===== src/rtl/clk_div_pkg.sv =====
`default_nettype none
// ============================================================================
//  Module      : clk_div_pkg
//  Description : Shared defaults and channel-state type for the multi-channel
//                clock divider.
//  Revision    : 1.0 - initial release
// ============================================================================
package clk_div_pkg;

    // Default number of divider channels
    localparam int c_num_ch_default = 4;

    // Default width of each channel's divisor and phase counter
    localparam int c_cnt_w_default  = 28;

    // Per-channel operating state
    typedef enum logic [1:0] {
        IDLE    = 2'd0,
        RUN     = 2'd1,
        INVALID = 2'd2
    } ch_state_e;

endpackage : clk_div_pkg
`default_nettype wire


===== src/rtl/clk_div_channel.sv =====
`default_nettype none
// ============================================================================
//  Module      : clk_div_channel
//  Description : One divide-by-N channel. Tracks a phase 0..N-1, drives a
//                registered divided clock (high for ceil(N/2) cycles), a
//                phase-0 tick and an invalid-divisor flag.
//  Revision    : 1.0 - initial release
// ============================================================================
module clk_div_channel
    import clk_div_pkg::*;
#(
    parameter int CNT_W = c_cnt_w_default
) (
    input  logic             inclk,
    input  logic             reset_n,
    input  logic             i_enable,
    input  logic             i_sync,
    input  logic [CNT_W-1:0] i_finalcount,
    output logic             o_outclk,
    output logic             o_tick,
    output logic             o_err
);

    ch_state_e        r_state;
    logic [CNT_W-1:0] r_phase;
    logic [CNT_W-1:0] r_n;
    logic [CNT_W:0]   r_half;
    logic             r_outclk;
    logic             r_tick;
    logic             r_err;

    // One extra bit keeps phase+1 and ceil(N/2) exact even for N = 2^CNT_W-1
    logic [CNT_W:0]   w_phase_inc;
    logic [CNT_W:0]   w_half_new;
    logic             w_wrap;
    logic             w_valid;
    logic             w_load;

    assign w_phase_inc = {1'b0, r_phase} + (CNT_W+1)'(1);
    assign w_half_new  = ({1'b0, i_finalcount} + (CNT_W+1)'(1)) >> 1;
    assign w_wrap      = (w_phase_inc == {1'b0, r_n});
    assign w_valid     = (i_finalcount > CNT_W'(1));
    // Phase 0 is (re)entered on start-up, on wrap, on sync, and every cycle
    // while the divisor is invalid so a corrected value is picked up at once.
    assign w_load      = (r_state != RUN) || i_sync || w_wrap;

    // Channel state machine with registered outputs
    always_ff @(posedge inclk) begin
        if (!reset_n || !i_enable) begin
            r_state  <= IDLE;
            r_phase  <= '0;
            r_n      <= '0;
            r_half   <= '0;
            r_outclk <= 1'b0;
            r_tick   <= 1'b0;
            r_err    <= 1'b0;
        end else if (w_load) begin
            r_phase <= '0;
            if (w_valid) begin
                r_state  <= RUN;
                r_n      <= i_finalcount;
                r_half   <= w_half_new;
                r_outclk <= 1'b1;
                r_tick   <= 1'b1;
                r_err    <= 1'b0;
            end else begin
                r_state  <= INVALID;
                r_outclk <= 1'b0;
                r_tick   <= 1'b0;
                r_err    <= 1'b1;
            end
        end else begin
            r_phase  <= w_phase_inc[CNT_W-1:0];
            r_outclk <= (w_phase_inc < r_half);
            r_tick   <= 1'b0;
        end
    end

    assign o_outclk = r_outclk;
    assign o_tick   = r_tick;
    assign o_err    = r_err;

endmodule : clk_div_channel
`default_nettype wire


===== src/rtl/multi_clk_divider.sv =====
`default_nettype none
// ============================================================================
//  Module      : multi_clk_divider
//  Description : NUM_CH independent programmable clock dividers sharing one
//                input clock, reset and a common phase-restart (sync).
//  Revision    : 1.0 - initial release
// ============================================================================
module multi_clk_divider
    import clk_div_pkg::*;
#(
    parameter int NUM_CH = c_num_ch_default,
    parameter int CNT_W  = c_cnt_w_default
) (
    input  logic                    inclk,
    input  logic                    reset_n,
    input  logic [NUM_CH-1:0]       enable,
    input  logic [NUM_CH*CNT_W-1:0] finalcount,
    input  logic                    sync,
    output logic [NUM_CH-1:0]       outclk,
    output logic [NUM_CH-1:0]       tick,
    output logic [NUM_CH-1:0]       err
);

    // One divider per channel, each fed its own divisor slice
    for (genvar gi = 0; gi < NUM_CH; gi++) begin : g_ch
        clk_div_channel #(
            .CNT_W (CNT_W)
        ) u_ch (
            .inclk        (inclk),
            .reset_n      (reset_n),
            .i_enable     (enable[gi]),
            .i_sync       (sync),
            .i_finalcount (finalcount[gi*CNT_W +: CNT_W]),
            .o_outclk     (outclk[gi]),
            .o_tick       (tick[gi]),
            .o_err        (err[gi])
        );
    end

endmodule : multi_clk_divider
`default_nettype wire

===== config.mk =====
export PLATFORM = sky130hd
export DESIGN_NAME = multi_clk_divider
export DESIGN_NICKNAME = d
export VERILOG_FILES = /design/src/rtl/clk_div_pkg.sv /design/src/rtl/clk_div_channel.sv /design/src/rtl/multi_clk_divider.sv
export SDC_FILE = /design/constraint.sdc
export NUM_CORES = 1
export LEC_CHECK = 0
export BUFFER_PORTS_ARGS = -buffer_cell sky130_fd_sc_hd__buf_4
export CAP_MARGIN = 20
export CORE_MARGIN = 2
export CORE_UTILIZATION = 33
export CTS_BUF_LIST = sky130_fd_sc_hd__clkbuf_8 sky130_fd_sc_hd__clkbuf_16
export CTS_CLUSTER_SIZE = 40
export DETAILED_ROUTE_END_ITERATION = 12
export PLACE_DENSITY = 0.51
export SLEW_MARGIN = 20
export SYNTH_ARGS = -nofsm -noshare
export SYNTH_HDL_FRONTEND = slang
export SYNTH_SLANG_ARGS = --single-unit

===== constraint.sdc =====
create_clock -name inclk -period 3.64 [get_ports inclk]
set_input_delay 0.728 -clock inclk [delete_from_list [all_inputs] [get_ports inclk]]
set_output_delay 0.728 -clock inclk [all_outputs]
set_load 0.1 [all_outputs]

* Word-level counts from Yosys, hierarchy flattened
Index checks and enable logic that the tools add are counted.
W data, S select, Z words.
** Storage, ports and cells
- Flip-flop bits (word level) :: 356
- Output and inout bits :: 12
- Logic and storage cells :: 101
** Operators by class
- Add/sub/neg operators :: 8
- Order comparisons :: 8
- Eq/ne operators :: 8
- Mux-type cells :: 16
- Bitwise logic cells :: 4
- Reduce and logical (&&, ||, !) cells :: 29
** Operators by type and width (number)
- $add A28 B1 Y29 const B :: 8
- $eq A29 B28 Y1 :: 4
- $lt A29 B28 Y1 :: 4
- $gt A28 B1 Y1 const B :: 4
- $reduce_or A2 Y1 :: 8
- $logic_or A1 B1 Y1 :: 12
- $mux W1 :: 12
- $mux W2 :: 4
- $ne A2 B1 Y1 const B :: 4
- $reduce_and A2 Y1 :: 4
- $logic_not A1 Y1 :: 5
- $not A1 Y1 :: 4

* Longest topological paths before layout
- Depth in word-level cells :: 5
- Gate-level depth with buffers :: 16
- Mapped depth without buffers :: 15

* Modules after synthesis
A second synthesis with hierarchy kept.
** Unflattened totals
- Cells, all modules :: 2687
- Area, all modules :: 22778.1 um^2
** By module, submodules not included
- clk_div_channel at g_ch[0].u_ch ... :: times used 2, cells an instance 654, area each 5698.0 um^2, sequential area each 1761.7 um^2
- clk_div_channel at g_ch[3].u_ch :: times used 1, cells an instance 706, area each 5789.3 um^2, sequential area each 1761.7 um^2
- clk_div_channel at g_ch[2].u_ch :: times used 1, cells an instance 673, area each 5592.9 um^2, sequential area each 1761.7 um^2

* Worst setup path after synthesis
Ideal clock, no wire load.
- Kind :: reg-to-reg
- From :: register g_ch[1].u_ch.r_phase[0]
- To :: register g_ch[1].u_ch.r_outclk
- Library setup time :: 0.074 ns
- Arrival time :: 3.205 ns
- Data required time :: 3.566 ns
- Slack :: 0.362 ns
- Stages on the path, launching flop included :: 15
- Path buffers :: 0
- Period minus slack after synthesis :: 3.278 ns
- Path through :: dfxtp_1 -> ha_1 -> nand4_1 -> nor4_1 -> xnor2_1 -> inv_1 -> ha_1 -> a21o_1 -> a21o_1 -> a21oi_1 -> nor2_1 -> a211oi_1 -> o2111ai_1 -> or4_1 -> a21oi_1
** On the way
- Word-level cells in the longest chain between the ends :: 4
- Elaborated cells on any way between the ends :: 5
- Classes of those cells :: 1 x add/sub; 1 x order compare; 1 x eq/ne; 1 x mux; 1 x reduce/logical
** RTL lines
- start, declared :: RTL line clk_div_channel.sv:25 : logic [CNT_W-1:0] r_phase;
- start signal, assigned :: RTL line clk_div_channel.sv:73 : r_phase <= w_phase_inc[CNT_W-1:0];
- $add A28 B1 Y29 * :: RTL line clk_div_channel.sv:39 : assign w_phase_inc = {1'b0, r_phase} + (CNT_W+1)'(1);
- net g_ch[1].u_ch.w_phase_inc[14] :: RTL line clk_div_channel.sv:33 : logic [CNT_W:0] w_phase_inc;
- branches (longest 2 deep; another with $lt A29 B28 Y1)
- $mux W1 * :: RTL line clk_div_channel.sv:57 : end else if (w_load) begin
- end signal, assigned :: RTL line clk_div_channel.sv:74 : r_outclk <= (w_phase_inc < r_half);
- end, declared :: RTL line clk_div_channel.sv:28 : logic r_outclk;
Mark *: on every way through the listed nets, which the timed path passes.
A chain may end at the register's enable or synchronous reset.

* Worst setup path after layout
- From :: register g_ch[1].u_ch.r_phase[14]
- To :: register g_ch[1].u_ch.r_outclk
Same word-level chain as after synthesis.

==> impl_table.tex <==
\begin{tabular}{lr}
\hline
Metric & Value \\
\hline
\multicolumn{2}{l}{\textbf{Outcome}} \\
\quad Outcome & finished, final reports clean \\
\multicolumn{2}{l}{\textbf{Timing}} \\
\quad Fmax & about 290 MHz \\
\quad Worst relative slew slack & 50.8\% \\
\quad Final Hold Vio Count & 0 \\
\quad Tcrit/Tclk final & a little over nine tenths \\
\quad Minimum hold slack & $\sim$0.44 ns \\
\quad Final critical delay including setup and external delays & between 3 and 4 ns \\
\quad Final worst clock skew & about 0.020 ns \\
\quad Count of pins over their slew limit & 0 \\
\quad Transition time at the pin with the least slew margin & 0.739 ns \\
\quad Setup repair after global routing missed its margin & yes \\
\quad Total of endpoints with negative setup slack in the final report & 0 \\
\multicolumn{2}{l}{\textbf{Setup path}} \\
\quad Critical path startpoint category & register \\
\quad Req. time, crit path & 4.08 ns \\
\quad Kind of cell adding the most delay to the critical path & simple AND/OR/NAND/NOR gates \\
\quad Reg2Reg Depth & 13 \\
\quad Signal arrival time at the worst endpoint & 3.94 ns \\
\quad Worst Path Class, Setup & register to register \\
\quad Beginning of the worst register-to-register path & g\_ch[1].u\_ch.r\_phase[14] \\
\quad Slowest library cell on the worst path & or4\_4 \\
\quad Type of element capturing the critical path & register \\
\quad Critical Path, Cell by Cell & nand3\_1, buf\_4, or4\_4, or4\_4, nand2\_1, ha\_1, nand4\_1, nor2\_1, nand3\_1, or4\_1, a31oi\_1, or4\_1, a21oi\_1 \\
\quad Peak per-stage delay on the critical path & 0.57 ns \\
\quad Number of buffer and inverter instances along the worst setup path & 1 \\
\quad Reg-to-reg setup timing slack & 0.14 ns \\
\quad Highest fanout seen on the critical path & 5 \\
\quad Reg2Reg Capture Point & g\_ch[1].u\_ch.o\_outclk \\
\multicolumn{2}{l}{\textbf{Global routing}} \\
\quad Global-route wire length before repair & 113000 um \\
\quad Initial antenna violation count & 0 \\
\quad Maximum number of pins on one net before global-route repair & 85 \\
\quad Via count of the first global-routing pass & 20200 \\
\quad Congestion Overflow GR & 0 \\
\quad GRT Resource Usage Total & about a fifth \\
\multicolumn{2}{l}{\textbf{Floorplanning}} \\
\quad Overall die area & 70300 um2 \\
\quad Top-level I/O count & 131 \\
\quad Area of the core & 67400 um2 \\
\quad Cell Rows & 95 \\
\quad Chip height & 265 um \\
\quad Die extent in x & 265 um \\
\quad Effective utilization at floorplan & 33.4\% \\
\multicolumn{2}{l}{\textbf{Yosys}} \\
\quad Top FF cell, synth & dfxtp\_1 \\
\quad Distinct cells, synth & a little under 90 \\
\quad Sequential share of the synthesized area & approximately 31\% \\
\quad Cell area after synthesis & 22500 um2 \\
\quad Number of synthesized register bits & 352 \\
\quad Share of synthesized flip-flops with an asynchronous set or reset & 0\% \\
\quad Gate Count Post-Synth & 2766 \\
\quad Cell type contributing the most total cell area after synthesis & dfxtp\_1 \\
\quad Mean cell area of the mapped netlist & roughly 8.1 um2 \\
\quad Count of flip-flops with a built-in enable after synthesis & 0 \\
\quad Top cell type's share of synthesized area & a little under a third \\
\quad Total nets after synthesis & 3010 \\
\quad YS warnings & 0 \\
\quad Synth top area cells & dfxtp\_1, ha\_1, xnor2\_1, nand4\_1, nand2\_1 \\
\multicolumn{2}{l}{\textbf{Power and ir drop}} \\
\quad PD cells & 363 nW/um2 \\
\quad Static leakage power & 10.6 nW \\
\quad Largest vdd supply drop & 0.284 mV \\
\multicolumn{2}{l}{\textbf{Drt}} \\
\quad DRC violation total after the first TritonRoute iteration & approximately 1400 \\
\quad Met3 layer wire length in the routed design & 3010 um \\
\quad Number of remaining DRC errors & 0 \\
\quad Met2 wirelength from detailed routing & 33100 um \\
\quad Iteration count of the initial detailed-routing pass & 6 \\
\quad Met1 Routed Length & between 30000 and 40000 um \\
\quad Vias & between 20000 and 25000 \\
\quad Routed wire per std cell & 19.0 um \\
\quad Final ANT Viol Nets & 0 \\
\quad Vias per cell & 5.50 \\
\quad Highest Signal Layer & met4 \\
\quad Total Wirelength & 71800 um \\
\multicolumn{2}{l}{\textbf{Clock tree}} \\
\quad Clock sink count & about 350 \\
\quad H-tree levels & 2 \\
\quad CTS Root Buffer Type & clkbuf\_16 \\
\quad Clock-pin slew reported for the worst setup and hold paths after clock tree synthesis & roughly 0.060 ns \\
\quad TritonCTS buffer count & 45 \\
\quad Buffer levels on the longest clock path & 3 \\
\quad Clock tree from TritonCTS & yes \\
\quad Post-cts hold buffer count & 0 \\
\quad Skew-Pair Late Insertion Delay & just under 0.6 ns \\
\multicolumn{2}{l}{\textbf{Placement}} \\
\quad Placed cell count & 3699 \\
\quad HPWL Detailed & about 53000 um \\
\quad Final Wtd Congestion & around 0.88 \\
\quad DP Area & roughly 25000 um2 \\
\quad Port Buf Inserts & between 100 and 150 \\
\multicolumn{2}{l}{\textbf{Min path}} \\
\quad Endpoint of the worst hold path & g\_ch[3].u\_ch.r\_n[17] \\
\quad Number of stages on the worst hold path & 3 \\
\quad Critical hold path startpoint & finalcount[101] \\
\quad Path type of the worst min-delay path & input port to register \\
\multicolumn{2}{l}{\textbf{Final layout}} \\
\quad Net count of the finished layout & $\sim$3100 \\
\quad Area delta synth->final & 18.2\% \\
\quad Layout cell share with drive strength beyond 1 & between 15 and 20\% \\
\quad Number of antenna diodes & 0 \\
\quad Final design area excluding fillers & around 27000 um2 \\
\quad Cell Count, Final, Fillers Out & 3786 \\
\multicolumn{2}{l}{\textbf{Run}} \\
\quad Maximum capacitance violations & 0 \\
\hline
\end{tabular}
## registers in the layout, summed over array words and instances, names as in the netlist
name and cells:
g_ch.u_ch.r_n 112, g_ch.u_ch.o_tick 4, g_ch.u_ch.r_state 4, g_ch.u_ch.r_half 112
g_ch.u_ch.o_err 4, g_ch.u_ch.o_outclk 4, g_ch.u_ch.r_phase 112
## placed cells by master, fill, tap and decap left out, types with 13 or more instances in the layout
| cell type | count |
|---|---|
| dfxtp_1 | 335 |
| buf_4 | 241 |
| nand2_1 | 238 |
| inv_1 | 192 |
| nand4_1 | 185 |
| nor2_1 | 148 |
| xnor2_1 | 142 |
| nand3_1 | 138 |
| a21oi_1 | 130 |
| ha_1 | 122 |
| o21ai_0 | 114 |
| xor2_1 | 94 |
| nor2b_1 | 76 |
| and3_1 | 69 |
| a211oi_1 | 58 |
| nor4_1 | 53 |
| clkbuf_16 | 48 |
| nor3_1 | 36 |
| o31ai_2 | 35 |
| nand2b_1 | 28 |
| and4_1 | 22 |
| o31ai_1 | 20 |
| o2111ai_1 | 20 |
| or4_1 | 18 |
| or3_1 | 17 |
| a21o_1 | 17 |
| dfxtp_2 | 17 |
| and2_1 | 16 |
| buf_12 | 15 |
| xnor3_1 | 13 |
## worst min-delay path: stages
cell and delay [ns]:
buf_4 0.13, nand2_1 0.05, a21oi_1 0.05
## through the flow
stage	util (%)	setup slack [ns]	total power, mW	TNS [ns]
finish	39.5	0.141	9.65	0
global route	39.5	-0.0303	10.0	-0.0303
CTS	39.1	0.00234	9.77	0
detailed placement	36.8	-0.170	5.11	-3.91
global placement	36.8	-0.0165	5.10	-0.0602
floorplan	-	0.362	4.69	0
## cell families after synthesis
| kind of cell | Yosys count | synth area share, % |
|---|---|---|
| AOI/OAI and AO/OA | 521 | 16.0 |
| adders and majority gates | 125 | 6.95 |
| muxes | 12 | 0.545 |
| and+or+nand+nor | 1121 | 27.0 |
| DFF | 352 | 31.3 |
| buffers and inverters | 377 | 7.17 |
| xor gates and xnor gates | 258 | 11.0 |
## cell type report
class	count	area, um2
fill	6849	40800
clock inverter	25	262
sequential	352	7070
multi-input combinational	2038	14100
timing repair buffer	258	2150
clock buffer	52	1240
tap	873	1090
inverter	188	706
## cells in the mapped netlist, drive strengths merged, types with 4 or more instances
cell type  count
o21ai        120
nand4        189
a21boi         5
xor2          97
dfxtp        352
or4           28
nand3b         4
nor2         151
a32oi          5
nor2b         76
and4          23
o211ai         8
a21o          17
a311oi         4
a21oi        130
o41ai          6
mux2i         10
nand2        243
or3           17
buf           84
o211a          9
a31oi          8
nor3          41
o22ai          9
nand3        140
inv          188
o311ai         4
a211oi        59
or2           10
clkbuf       105
ha           125
and2          20
xnor3         13
o31ai         55
o21a          13
a211o          7
o2111ai       20
and3          69
nor4          61
o221ai         7
xnor2        145
nor3b         10
a2111oi        9
nand2b        28
## power breakdown
group          switching [mW]  internal (mW)
sequential             0.0949           3.97
clock                    1.83           2.78
combinational           0.579          0.398
## routing by layer
layer	vias to the layer above	GRT usage [%]
li1	10200	-
met1	10100	27.6
met2	492	32.5
met3	101	2.42
met4	0	5.54
met5	-	0
## worst max-delay path by stage
stage                                         to  slack [ns]  cells after the start                     start
after global routing       g_ch[3].u_ch.o_outclk       -0.03                     15   g_ch[3].u_ch.r_phase[2]
after detailed placement  g_ch[2].u_ch.r_half[1]       -0.17                     12   g_ch[2].u_ch.r_phase[4]
after CTS                  g_ch[1].u_ch.o_outclk       0.002                     12   g_ch[1].u_ch.r_phase[2]
after floorplan            g_ch[1].u_ch.o_outclk        0.36                     14   g_ch[1].u_ch.r_phase[0]
after global placement    g_ch[2].u_ch.r_half[3]       -0.02                     12   g_ch[2].u_ch.r_phase[4]
final                      g_ch[1].u_ch.o_outclk        0.14                     13  g_ch[1].u_ch.r_phase[14]
## timing repair
item / 4_1_cts / 5_1_grt
gates resized for setup: 4 / 57
pin swaps: 0 / 9
cloned: 0 / 2
buffers inserted: 0 / 8
endpoints found under the setup margin: 93 / 256
Power figures use the tool's default switching activity.
